**config.mk**
```make
export PLATFORM = sky130hd
export DESIGN_NAME = dmem_arbiter_flat
export DESIGN_NICKNAME = d
export VERILOG_FILES = /design/src/rtl/dmem_arbiter_if.sv /design/src/rtl/dmem_arbiter.sv /design/src/flat_wrapper.sv
export SDC_FILE = /design/constraint.sdc
export NUM_CORES = 1
export LEC_CHECK = 0
export ABC_AREA = 1
export BUFFER_PORTS_ARGS = -buffer_cell sky130_fd_sc_hd__buf_2
export CAP_MARGIN = 25
export CORE_AREA = 2 2 117 119
export DETAILED_ROUTE_END_ITERATION = 10
export DIE_AREA = 0 0 119 121
export PLACE_DENSITY = 0.53
export SYNTH_ARGS = -nofsm -noshare
export SYNTH_HDL_FRONTEND = slang
export SYNTH_SLANG_ARGS = --single-unit
```
**constraint.sdc**
```tcl
create_clock -name clk -period 2.6 [get_ports clk]
set_clock_uncertainty 0.1 [all_clocks]
set_input_delay 0.39 -clock clk [delete_from_list [all_inputs] [get_ports clk]]
set_output_delay 0.39 -clock clk [all_outputs]
set_load 0.02 [all_outputs]
```
**src/rtl/dmem_arbiter_if.sv**
```systemverilog
// rtl/dmem_arbiter_if.sv - requester and memory port bundle for dmem_arbiter
// Purpose: groups the two requester ports and the memory port of the arbiter.
// Signals:
//   mX_req/mX_we/mX_lock/mX_addr/mX_wdata  requester -> arbiter
//   mX_gnt/mX_rvalid/mX_rdata              arbiter -> requester
//   mem_we/mem_addr/mem_wdata              arbiter -> memory
//   mem_rdata                              memory -> arbiter (combinational)
// Modports: slave = arbiter side, master = requesters plus memory side.
interface dmem_arbiter_if #(
  parameter int ADDR_W = 32,
  parameter int DATA_W = 32
);
  logic              m0_req;
  logic              m0_we;
  logic              m0_lock;
  logic [ADDR_W-1:0] m0_addr;
  logic [DATA_W-1:0] m0_wdata;
  logic              m0_gnt;
  logic              m0_rvalid;
  logic [DATA_W-1:0] m0_rdata;

  logic              m1_req;
  logic              m1_we;
  logic              m1_lock;
  logic [ADDR_W-1:0] m1_addr;
  logic [DATA_W-1:0] m1_wdata;
  logic              m1_gnt;
  logic              m1_rvalid;
  logic [DATA_W-1:0] m1_rdata;

  logic              mem_we;
  logic [ADDR_W-1:0] mem_addr;
  logic [DATA_W-1:0] mem_wdata;
  logic [DATA_W-1:0] mem_rdata;

  modport slave (
    input  m0_req, m0_we, m0_lock, m0_addr, m0_wdata,
    input  m1_req, m1_we, m1_lock, m1_addr, m1_wdata,
    input  mem_rdata,
    output m0_gnt, m0_rvalid, m0_rdata,
    output m1_gnt, m1_rvalid, m1_rdata,
    output mem_we, mem_addr, mem_wdata
  );

  modport master (
    output m0_req, m0_we, m0_lock, m0_addr, m0_wdata,
    output m1_req, m1_we, m1_lock, m1_addr, m1_wdata,
    output mem_rdata,
    input  m0_gnt, m0_rvalid, m0_rdata,
    input  m1_gnt, m1_rvalid, m1_rdata,
    input  mem_we, mem_addr, mem_wdata
  );
endinterface

```
**src/rtl/dmem_arbiter.sv**
```systemverilog
// rtl/dmem_arbiter.sv - two-requester arbiter in front of the single-port data memory
// Purpose: grants at most one access per cycle (m0 = core load/store, m1 = loader/debug),
//   drives the memory port from the winner, and returns read data one cycle later.
//   A requester asserting lock keeps ownership after its access until it transfers
//   with lock low, or drops lock while not requesting.
// Ports:
//   clk  in  clock, rising edge
//   rst  in  synchronous, active-high reset
//   bus  dmem_arbiter_if.slave (requester handshakes, read responses, memory port)
// Configuration: DMEM_ARB_RR_EN defined selects round-robin between contending
//   requesters; undefined selects fixed priority (m0 wins) and drops the last register.
module dmem_arbiter #(
  parameter int ADDR_W = 32,
  parameter int DATA_W = 32
) (
  input logic           clk,
  input logic           rst,
  dmem_arbiter_if.slave bus
);

  typedef enum logic [1:0] {
    OWN_NONE = 2'd0,
    OWN_M0   = 2'd1,
    OWN_M1   = 2'd2
  } owner_e;

  owner_e            owner_q;
`ifdef DMEM_ARB_RR_EN
  logic              last_q;  // 1 = m1 won most recently, so m0 wins the next contention
`endif
  logic              rvalid0_q;
  logic              rvalid1_q;
  logic [DATA_W-1:0] rdata0_q;
  logic [DATA_W-1:0] rdata1_q;

  logic              gnt0;
  logic              gnt1;
  logic              contend_m0;
  logic              mem_we_d;
  logic [ADDR_W-1:0] mem_addr_d;
  logic [DATA_W-1:0] mem_wdata_d;

  // Grant: an owner holds the bus even when it is not requesting.
  always_comb begin
`ifdef DMEM_ARB_RR_EN
    contend_m0 = last_q;
`else
    contend_m0 = 1'b1;
`endif
    gnt0 = 1'b0;
    gnt1 = 1'b0;
    if (!rst) begin
      case (owner_q)
        OWN_M0: gnt0 = bus.m0_req;
        OWN_M1: gnt1 = bus.m1_req;
        default: begin
          if (bus.m0_req && bus.m1_req) begin
            gnt0 = contend_m0;
            gnt1 = !contend_m0;
          end else begin
            gnt0 = bus.m0_req;
            gnt1 = bus.m1_req;
          end
        end
      endcase
    end
  end

  // Memory port mirrors the winner, zero when idle.
  always_comb begin
    mem_we_d    = 1'b0;
    mem_addr_d  = '0;
    mem_wdata_d = '0;
    if (gnt0) begin
      mem_we_d    = bus.m0_we;
      mem_addr_d  = bus.m0_addr;
      mem_wdata_d = bus.m0_wdata;
    end else if (gnt1) begin
      mem_we_d    = bus.m1_we;
      mem_addr_d  = bus.m1_addr;
      mem_wdata_d = bus.m1_wdata;
    end
  end

  always_ff @(posedge clk) begin
    if (rst) begin
      owner_q   <= OWN_NONE;
`ifdef DMEM_ARB_RR_EN
      last_q    <= 1'b1;
`endif
      rvalid0_q <= 1'b0;
      rvalid1_q <= 1'b0;
      rdata0_q  <= '0;
      rdata1_q  <= '0;
    end else begin
      rvalid0_q <= gnt0 && !bus.m0_we;
      rvalid1_q <= gnt1 && !bus.m1_we;
      if (gnt0 && !bus.m0_we) rdata0_q <= bus.mem_rdata;
      if (gnt1 && !bus.m1_we) rdata1_q <= bus.mem_rdata;

      if (gnt0) begin
        owner_q <= bus.m0_lock ? OWN_M0 : OWN_NONE;
      end else if (gnt1) begin
        owner_q <= bus.m1_lock ? OWN_M1 : OWN_NONE;
      end else if (owner_q == OWN_M0 && !bus.m0_req && !bus.m0_lock) begin
        owner_q <= OWN_NONE;
      end else if (owner_q == OWN_M1 && !bus.m1_req && !bus.m1_lock) begin
        owner_q <= OWN_NONE;
      end

`ifdef DMEM_ARB_RR_EN
      if (gnt0) last_q <= 1'b0;
      else if (gnt1) last_q <= 1'b1;
`endif
    end
  end

  assign bus.m0_gnt    = gnt0;
  assign bus.m1_gnt    = gnt1;
  assign bus.m0_rvalid = rvalid0_q;
  assign bus.m1_rvalid = rvalid1_q;
  assign bus.m0_rdata  = rdata0_q;
  assign bus.m1_rdata  = rdata1_q;
  assign bus.mem_we    = mem_we_d;
  assign bus.mem_addr  = mem_addr_d;
  assign bus.mem_wdata = mem_wdata_d;

endmodule

```
**src/flat_wrapper.sv**
```systemverilog
// flat-port wrapper written by rule: the top's interface ports become plain ports
module dmem_arbiter_flat 
#(
  parameter int ADDR_W = 32,
  parameter int DATA_W = 32
)
  (clk, rst, bus_m0_req, bus_m0_we, bus_m0_lock, bus_m0_addr, bus_m0_wdata, bus_m1_req, bus_m1_we, bus_m1_lock, bus_m1_addr, bus_m1_wdata, bus_mem_rdata, bus_m0_gnt, bus_m0_rvalid, bus_m0_rdata, bus_m1_gnt, bus_m1_rvalid, bus_m1_rdata, bus_mem_we, bus_mem_addr, bus_mem_wdata);
  dmem_arbiter_if #(.ADDR_W(ADDR_W), .DATA_W(DATA_W)) bus_i ();
  input logic clk;
  input logic rst;
  input wire logic [$bits(bus_i.m0_req)-1:0] bus_m0_req;
  input wire logic [$bits(bus_i.m0_we)-1:0] bus_m0_we;
  input wire logic [$bits(bus_i.m0_lock)-1:0] bus_m0_lock;
  input wire logic [$bits(bus_i.m0_addr)-1:0] bus_m0_addr;
  input wire logic [$bits(bus_i.m0_wdata)-1:0] bus_m0_wdata;
  input wire logic [$bits(bus_i.m1_req)-1:0] bus_m1_req;
  input wire logic [$bits(bus_i.m1_we)-1:0] bus_m1_we;
  input wire logic [$bits(bus_i.m1_lock)-1:0] bus_m1_lock;
  input wire logic [$bits(bus_i.m1_addr)-1:0] bus_m1_addr;
  input wire logic [$bits(bus_i.m1_wdata)-1:0] bus_m1_wdata;
  input wire logic [$bits(bus_i.mem_rdata)-1:0] bus_mem_rdata;
  output wire logic [$bits(bus_i.m0_gnt)-1:0] bus_m0_gnt;
  output wire logic [$bits(bus_i.m0_rvalid)-1:0] bus_m0_rvalid;
  output wire logic [$bits(bus_i.m0_rdata)-1:0] bus_m0_rdata;
  output wire logic [$bits(bus_i.m1_gnt)-1:0] bus_m1_gnt;
  output wire logic [$bits(bus_i.m1_rvalid)-1:0] bus_m1_rvalid;
  output wire logic [$bits(bus_i.m1_rdata)-1:0] bus_m1_rdata;
  output wire logic [$bits(bus_i.mem_we)-1:0] bus_mem_we;
  output wire logic [$bits(bus_i.mem_addr)-1:0] bus_mem_addr;
  output wire logic [$bits(bus_i.mem_wdata)-1:0] bus_mem_wdata;
  assign bus_i.m0_req = bus_m0_req;
  assign bus_i.m0_we = bus_m0_we;
  assign bus_i.m0_lock = bus_m0_lock;
  assign bus_i.m0_addr = bus_m0_addr;
  assign bus_i.m0_wdata = bus_m0_wdata;
  assign bus_i.m1_req = bus_m1_req;
  assign bus_i.m1_we = bus_m1_we;
  assign bus_i.m1_lock = bus_m1_lock;
  assign bus_i.m1_addr = bus_m1_addr;
  assign bus_i.m1_wdata = bus_m1_wdata;
  assign bus_i.mem_rdata = bus_mem_rdata;
  assign bus_m0_gnt = bus_i.m0_gnt;
  assign bus_m0_rvalid = bus_i.m0_rvalid;
  assign bus_m0_rdata = bus_i.m0_rdata;
  assign bus_m1_gnt = bus_i.m1_gnt;
  assign bus_m1_rvalid = bus_i.m1_rvalid;
  assign bus_m1_rdata = bus_i.m1_rdata;
  assign bus_mem_we = bus_i.mem_we;
  assign bus_mem_addr = bus_i.mem_addr;
  assign bus_mem_wdata = bus_i.mem_wdata;
  dmem_arbiter #(.ADDR_W(ADDR_W), .DATA_W(DATA_W)) u_core (.clk(clk), .rst(rst), .bus(bus_i));
endmodule
```
## After elaboration in Yosys (flattened, before gate mapping)

Index checks and enable logic that the tools add are counted.

| storage, ports and cells | value |
|---|---|
| flip-flop bits (word level) | 68 |
| input bits | 168 |
| output and inout port bits | 133 |
| logic and storage cells | 39 |

| cells by class | value |
|---|---|
| eq/ne operators | 2 |
| muxes and demuxes | 18 |
| reduce and logical (&&, ||, !) cells | 14 |

Operators with widths:

| kind | count |
|---|---|
| 32-bit two-way mux | 4 |
| 2-bit two-way mux | 5 |
| 1-bit logical AND | 7 |
| 1-bit two-way mux | 7 |
| 1-bit zero test | 6 |
| 1-bit case mux with 2 select lines | 2 |
| 4-bit nonzero test | 1 |
| 2-bit by 1-bit equality test with 1-bit output (second input constant) | 1 |
| 2-bit equality test (second input constant) | 1 |

## Depth between registers and ports, before layout

Gate-level depths: netlist of the first run.

| depth | value |
|---|---|
| depth after elaboration | 7 |
| mapped depth | 11 |
| mapped depth without buffers | 10 |

## Worst setup path after synthesis of the first run

No wires, ideal clock.

| timing path | value |
|---|---|
| path type | register to output |
| from | register u_core.owner_q[0] |
| to | output port bus_mem_we |
| arrival | 1.646 ns |
| slack | 0.464 ns |
| cell stages (with the launch flop) | 12 |
| cells stage by stage | dfxtp_1 > inv_1 > ha_1 > inv_1 > nand2_1 > nand2_1 > inv_2 > nor2_2 > buf_4 > buf_4 > nand2_1 > o21ai_1 |

| between the ends | value |
|---|---|
| word-level cells in the longest chain between the ends | 5 |
| elaborated cells between the ends (all ways) | 8 |
| those cells by class | eq/ne: 2; mux: 6 |

RTL lines:

| element | RTL line | text |
|---|---|---|
| start: declaration | dmem_arbiter.sv:27 | `owner_e owner_q;` |
| start signal: assignment | dmem_arbiter.sv:102 | `owner_q <= bus.m0_lock ? OWN_M0 : OWN_NONE;` |
| start signal: assignment | dmem_arbiter.sv:104 | `owner_q <= bus.m1_lock ? OWN_M1 : OWN_NONE;` |
| 2-bit equality test / 2-bit by 1-bit equality test with 1-bit output (equally long branches) | dmem_arbiter.sv:53 | `case (owner_q)` |
| 1-bit case mux with 2 select lines | dmem_arbiter.sv:53 |  |
| 1-bit two-way mux | dmem_arbiter.sv:52 | `if (!rst) begin` |
| 1-bit two-way mux | dmem_arbiter.sv:78 | `end else if (gnt1) begin` |
| 1-bit two-way mux (*) | dmem_arbiter.sv:74 | `if (gnt0) begin` |
| end: declaration | flat_wrapper.sv:28 | `output wire logic [$bits(bus_i.mem_we)-1:0] bus_mem_we;` |

Every way passes the cells marked *; elsewhere a longest branch is shown, timed or not.

## Final worst setup path of the first run

| timing path | value |
|---|---|
| from | register u_core.owner_q[0] |
| to | output port bus_mem_addr[30] |

| between the ends | value |
|---|---|
| word-level cells in the longest chain between the ends | 5 |
| elaborated cells between the ends (all ways) | 8 |
| those cells by class | eq/ne: 2; mux: 6 |

RTL lines:

| element | RTL line | text |
|---|---|---|
| 2-bit equality test / 2-bit by 1-bit equality test with 1-bit output (equally long branches) | dmem_arbiter.sv:53 |  |
| 1-bit case mux with 2 select lines | dmem_arbiter.sv:53 |  |
| 1-bit two-way mux | dmem_arbiter.sv:52 |  |
| 32-bit two-way mux | dmem_arbiter.sv:78 |  |
| 32-bit two-way mux (*) | dmem_arbiter.sv:74 |  |
| end: declaration | flat_wrapper.sv:29 | `output wire logic [$bits(bus_i.mem_addr)-1:0] bus_mem_addr;` |

Marked as above.

==> run_results.csv, run 1 <==
group,metric,value,unit
status,status,"finished, final reports clean",
place,globalplace.congestion,0.8765,
floorplan,initial_core_util,23.47,%
floorplan,die_area,0.01440,mm2
place,numPortBuffers,300,
global_route,grt_max_degree,67,
synthesis,synth_fa_ha_area_share,0.8147,%
routing,viasPerCell,4.638,
floorplan,die_w,119,um
synthesis,synth_top_family_by_area,"compound AO/OA/AOI/OAI gates",
synthesis,synthMuxAreaShare,0,%
routing,avgRoutedWirePerCell,18.33,um
synthesis,syn_area_per_cell,7.757,um2
hold_path,min_from,"bus_mem_rdata[10]",
final_layout,drive_above_1_share,49.35,%
synthesis,ys_seq_area_share,44.32,%
setup_path,crit_buf_inv,6,
sta,min_period,2.510,ns
setup_path,crit_arrival,2.02,ns
synthesis,synth_compound_area_share,29.16,%
clock_tree,cts.sinks,68,
clock_tree,clkSlewWorstSetupHoldPaths,0.05,ns
final_layout,area_growth,71.16,%
synthesis,synth_simple_gate_area_share,18.37,%
global_route,grt_pass1_vias,3950,
final_layout,multiInputGateArea,0.001531,mm2
run,cap_violations,0,
global_route,grt_overflow,0,
sta,setup-tns-final,0,ns
sta,drv_slew,0,
routing,totalWireLength,15980,um
sta,hold_viol_final,0,
final_layout,nNetsFinal,859,
routing,ant_nets,0,
setup_path,worstPathCellList,"inv_2 > ha_4 > inv_2 > nand2_1 > nand2_2 > inv_4 > nor2_4 > buf_12 > buf_16 > a22o_1 > buf_4",
floorplan,die_h,121,um
final_layout,fin_cells,872,
sta,worst_slew_pin_slew,0.7197,ns
synthesis,ys_seq_elements,68,
place,dp_cells,848,
synthesis,synth.area.top_cells,"dfxtp_1 44%, a22o_1 18%, nand2_1 17%",
setup_path,worst-path-max-fanout,21,
final_layout,n_fill_cell,1389,
clock_tree,cts_tree,"yes",
setup_path,cp-start-kind,"flop",
clock_tree,clk_latency,0.33,ns
setup_path,r2r_end,"u_core.bus.m0_rdata[0]",
sta,relSlewSlack,52.02,%
routing,drcViolationCount,0,
setup_path,critPathMostFrequentCell,"inv_2",
power_and_ir_drop,ir_worst_vdd,0.3386,mV
final_layout,seqCellArea,0.001366,mm2
synthesis,yosysTopAreaCellShare,44.32,%
hold_path,min_to,"u_core.bus.m0_rdata[10]",
setup_path,cpLargestDelayFamily,"buffers and inverters",
setup_path,worstSetupPathType,"flop to output pin",
clock_tree,cts_max_level,3,
floorplan,fp-row-count,42,
routing,vias,4044,
global_route,grt_pass1_wl,23050,um
global_route,antenna_found_initial,6,
sta,setup_viol_count_final,0,
synthesis,yosysUniqueCellTypes,17,
routing,drt_iter0_markers,222,
sta,post-route-period-util,96.55,%
place,dp_hpwl,11990,um
synthesis,synth_top_area_cell,"dfxtp_1",
synthesis,netlist_instances,396,
setup_path,cpPeakStageDelay,0.35,ns
floorplan,top_level_ports,301,
floorplan,core,0.01309,mm2
clock_tree,cts_max_path_buffers,2,
clock_tree,cts-buffers-inserted,9,
setup_path,worstPathRequired,2.11,ns
setup_path,crit_path_end_kind,"output pin",
power_and_ir_drop,leakage,2.667,nW
synthesis,syn_nets,566,
routing,dr.pass1.iters,4,
setup_path,reg2reg_slack,0.48,ns
synthesis,synth_xor_area_share,0,%
global_route,grt_usage,21.23,%
setup_path,slowest_stage,"dfxtp_2",
synthesis,ys_warn_count,0,
synthesis,syn_area,0.003072,mm2
hold_path,min_path_type,"input port to flop",
setup_path,reg2reg_depth,12,
sta,fmax,398.4,MHz
hold_path,hold-path-cell-count,3,
power_and_ir_drop,p_per_area,558.8,mW/mm2
clock_tree,cts-root-buf,"clkbuf_16",
sta,fin_hold_ws,0.2134,ns
setup_path,r2r-start,"u_core.owner_q[0]",
==> report_power, final <==
group	switching [mW]	total (mW)	internal, mW
clock	0.421	1.18	0.762
sequential	0.0162	1.09	1.07
combinational	0.381	0.664	0.283
==> cells in the final DEF, fill, tap and decap left out, types with 2 or more instances in the layout <==
| cell type | Yosys | layout |
|---|---|---|
| nand3_1 | 3 | 2 |
| clkbuf_16 | 0 | 9 |
| buf_4 | 5 | 24 |
| clkbuf_1 | 9 | 3 |
| a22o_1 | 64 | 63 |
| inv_1 | 13 | 11 |
| a21oi_1 | 66 | 66 |
| nand4_1 | 3 | 3 |
| nor2_1 | 2 | 2 |
| buf_6 | 0 | 4 |
| buf_16 | 0 | 2 |
| nand2_1 | 136 | 133 |
| buf_2 | 18 | 279 |
| inv_2 | 3 | 4 |
| nand2_2 | 1 | 4 |
| diode_2 | 0 | 3 |
| buf_12 | 0 | 5 |
| dfxtp_1 | 68 | 66 |
==> layout make-up <==
type	instances	area share [%]
inverters	16	1.190
diodes	3	0.1428
clock inverters	2	0.6663
flip-flops and latches	68	25.99
multi-input cells	279	29.13
well taps	176	4.188
clock buffers	13	4.760
repair buffers	315	33.94
==> worst min-delay path: cells and delay by family <==
| family | cells | cell delay (ns) |
|---|---|---|
| buffers and inverters | 1 | 0.10 |
| and+or+nand+nor | 1 | 0.05 |
| AOI/OAI and AO/OA | 1 | 0.05 |
==> cells by family (layout without fill, tap and decap cells) <==
logic type	Yosys count	in the layout
simple gates	146	146
compound gates	131	131
flops	68	68
buf+inv	49	346
fa+ha+maj	2	2
other cells	0	3
==> per-layer routing <==
layer  vias to the layer above  share of wire [%]  track usage (%)  wire (um)
met4                         4                2.1            7.515        340
met1                      1862                 41            25.13       6474
met2                       205                 48            35.52       7627
met5                         -               0.13                0         20
li1                       1948                  -                -          -
met3                        25                9.5            7.566       1519
==> metrics by stage <==
stage	instance area [um2]	setup slack [ns]	util (%)	power [mW]
floorplan	3072	0.4638	-	1.429
global placement	4726	0.2888	36.12	1.719
detailed placement	4726	0.1794	36.12	1.723
CTS	5233	0.01539	39.99	2.962
global route	5250	-0.002998	40.12	3.054
finish	5258	0.08968	40.18	2.938
==> synth_stat cells <==
cell type / count
nand4_1: 3
nand2_1: 136
nand3_1: 3
clkbuf_1: 9
buf_4: 5
a22o_1: 64
nand2_2: 1
inv_1: 13
o21ai_1: 1
buf_2: 18
dfxtp_1: 68
buf_1: 1
ha_1: 2
a21oi_1: 66
inv_2: 3
nor2_1: 2
nor2_2: 1
==> registers in the layout, indices dropped and copies added (netlist names) <==
signal	count
u_core.bus.m0_rdata	32
u_core.bus.m0_rvalid	1
u_core.bus.m1_rdata	32
u_core.bus.m1_rvalid	1
u_core.owner_q	2
==> worst max path at each step <==
stage                                  from           endpoint  slack [ns]  cells after the start
after floorplan           u_core.owner_q[0]         bus_mem_we        0.46                     11
after global placement    u_core.owner_q[0]   bus_mem_addr[30]        0.29                      9
after detailed placement  u_core.owner_q[0]  bus_mem_wdata[10]        0.18                      9
after CTS                 u_core.owner_q[1]   bus_mem_wdata[7]        0.02                     11
after global routing      u_core.owner_q[0]   bus_mem_addr[16]      -0.003                     11
final                     u_core.owner_q[0]   bus_mem_addr[30]        0.09                     11
==> timing repair <==
item	4_1_cts	5_1_grt
hold buffers	0	0
pin swaps	2	4
cloned	2	0
resized for setup	30	15
buffers inserted	4	1
setup endpoints to repair	65	64
No activity file was read; power rests on OpenSTA's default activity.
==> run 2: changes to the inputs <==
--- a/config.mk
+++ b/config.mk
@@ -12,6 +12,7 @@
 export DETAILED_ROUTE_END_ITERATION = 10
 export DIE_AREA = 0 0 119 121
 export PLACE_DENSITY = 0.53
+export REMOVE_ABC_BUFFERS = 1
 export SYNTH_ARGS = -nofsm -noshare
 export SYNTH_HDL_FRONTEND = slang
 export SYNTH_SLANG_ARGS = --single-unit
==> run 2 against run 1 <==
Compared with the run above:
- critical path depth did not move
- combinational power rose by 5.9%
- first-iteration DRC count rose by 40%
- hold slack improved by 0.011 ns
- core utilization rose by 0.40 points
- via count rose by 5.3%
- die area did not move
- worst setup slack got worse by 0.029 ns
- sequential power barely moved
- global-route usage rose by 3.8 points
- routed wire length rose by 23%
- final cell count rose by 0.69%
==> run_results.csv, run 2 (synthesized netlist as in run 1, its figures left out) <==
group,metric,value,unit
setup_path,worstSetupPathType,"flop to output pin",
setup_path,slowest_stage,"dfxtp_2",
routing,ant_nets,0,
power_and_ir_drop,swShare,28.38,%
sta,setup_viol_count_final,0,
setup_path,cpPeakStageDelay,0.34,ns
floorplan,top_level_ports,301,
run,cap_violations,0,
setup_path,cp-start-kind,"flop",
global_route,antenna_found_initial,7,
setup_path,worst-path-max-fanout,10,
final_layout,post-route-cell-area,0.005310,mm2
floorplan,core,0.01309,mm2
hold_path,min_path_type,"input port to flop",
final_layout,drive_above_1_share,49.21,%
setup_path,worstPathRequired,2.11,ns
sta,drv_slew,0,
setup_path,critPathMostFrequentCell,"inv_2",
place,dp_slack,0.3201,ns
routing,vias,4258,
floorplan,die_h,121,um
status,status,"finished, final reports clean",
setup_path,worstPathCellList,"inv_1 > ha_4 > inv_2 > nand2_1 > nand2_2 > inv_2 > nor2_4 > buf_12 > clkbuf_16 > a22o_4 > buf_4",
final_layout,area_growth,72.87,%
sta,post-route-period-util,97.68,%
place,dp_hpwl,15640,um
place,numPortBuffers,300,
sta,worst_slew_pin_slew,0.6553,ns
routing,drt_iter0_markers,310,
floorplan,fp-row-count,42,
clock_tree,cts_tree,"yes",
clock_tree,cts-buffers-inserted,9,
sta,layout_setup_ws,0.06034,ns
power_and_ir_drop,leakage,2.696,nW
global_route,grt_max_degree,63,
floorplan,initial_core_util,23.47,%
place,place_area,0.004761,mm2
global_route,grt_usage,25.03,%
floorplan,die_area,0.01440,mm2
power_and_ir_drop,power_frac_comb,23.7,%
sta,hold_viol_final,0,
power_and_ir_drop,p_switching,842.5,uW
sta,relSlewSlack,56.31,%
global_route,grt_pass1_vias,3841,
setup_path,cpLargestDelayFamily,"buffers and inverters",
place,globalplace.congestion,1.082,
setup_path,crit_buf_inv,6,
sta,fmax,393.8,MHz
clock_tree,clkSlewWorstSetupHoldPaths,0.05,ns
final_layout,n_fill_cell,1371,
clock_tree,cts_max_level,3,
sta,min_period,2.540,ns
power_and_ir_drop,power,2.969,mW
routing,drcViolationCount,0,
clock_tree,clk_latency,0.31,ns
floorplan,die_w,119,um
power_and_ir_drop,seqPwrFrac,36.7,%
power_and_ir_drop,ir_worst_vdd,0.4173,mV
global_route,grt_pass1_wl,25810,um
final_layout,final_cell_mix,"276 x buf_2, 134 x nand2_1, 67 x dfxtp_1",
clock_tree,cts_max_path_buffers,2,
setup_path,crit_arrival,2.05,ns
routing,avgRoutedWirePerCell,22.32,um
power_and_ir_drop,p_per_area,559.2,mW/mm2
setup_path,crit_path_end_kind,"output pin",
final_layout,final_common_cell,"buf_2",
global_route,grt_overflow,0,
routing,totalWireLength,19600,um
clock_tree,cts-root-buf,"clkbuf_16",
power_and_ir_drop,clkPwrFrac,39.6,%
routing,viasPerCell,4.850,
final_layout,nNetsFinal,863,
power_and_ir_drop,internal_power,2.127,mW
routing,dr.pass1.iters,4,
clock_tree,cts.sinks,68,
==> run 2: layout make-up <==
class	instances	area (um2)	share of cell area, %
Inverter	16	60.06	1.131
Tap cell	176	220.2	4.147
Multi-Input combinational cell	279	1521	28.65
Sequential cell	68	1363	25.66
Clock inverter	2	35.03	0.6598
Clock buffer	13	250.2	4.713
Timing Repair Buffer	319	1848	34.80
Antenna cell	5	12.51	0.2356
==> run 2: through the flow <==
| stage | util, % | std cells | hold slack (ns) | TNS [ns] |
|---|---|---|---|---|
| final | 40.58 | 878 | 0.2242 | 0 |
| after global routing | 40.49 | 873 | 0.2226 | -0.03661 |
| after CTS | 38.66 | 866 | 0.2128 | -0.00007727 |
| after detailed placement | 36.38 | 851 | 0.3531 | 0 |
| after global placement | 36.38 | 851 | 0.3486 | 0 |
| after floorplan | - | 363 | 0.3591 | -65.40 |
==> run 2: power by group through the flow <==
stage / Clock [mW] / Sequential [mW] / Combinational (mW)
after floorplan: 0 / 1.15 / 0.251
after global placement: 0 / 1.11 / 0.647
after detailed placement: 0 / 1.11 / 0.648
after CTS: 1.20 / 1.09 / 0.654
after global routing: 1.24 / 1.09 / 0.739
final: 1.18 / 1.09 / 0.703
==> run 2: routing by layer <==
metal	up-vias	track usage [%]	wire, um
met4	4	5.580	219
li1	1960	-	-
met2	246	40.16	8976
met1	2027	31.68	7921
met3	21	9.915	2457
met5	-	0	26
==> run 2: path summary, 6_finish.rpt <==
path	from	end	slack (ns)	cells after the start
max	u_core.owner_q[0]	bus_mem_addr[13]	0.06	11
min	bus_mem_rdata[11]	u_core.bus.m1_rdata[11]	0.22	3
min reg2reg	u_core.bus.m1_rdata[28]	u_core.bus.m1_rdata[28]	0.36	2
max reg2reg	u_core.owner_q[0]	u_core.bus.m0_rdata[7]	0.50	11
==> run 2: timing repair <==
item                                    CTS  global route
gates resized for setup                   2            36
endpoints found under the setup margin   38            64
setup buffers                             0             2
cloned                                    0             5
pin swaps                                 0             4
hold buffers                              0             0
==> run 2: worst min-delay path, cell delays in order <==
cell and delay [ns]:
buf_2 0.10, nand2_1 0.05, a21oi_1 0.05
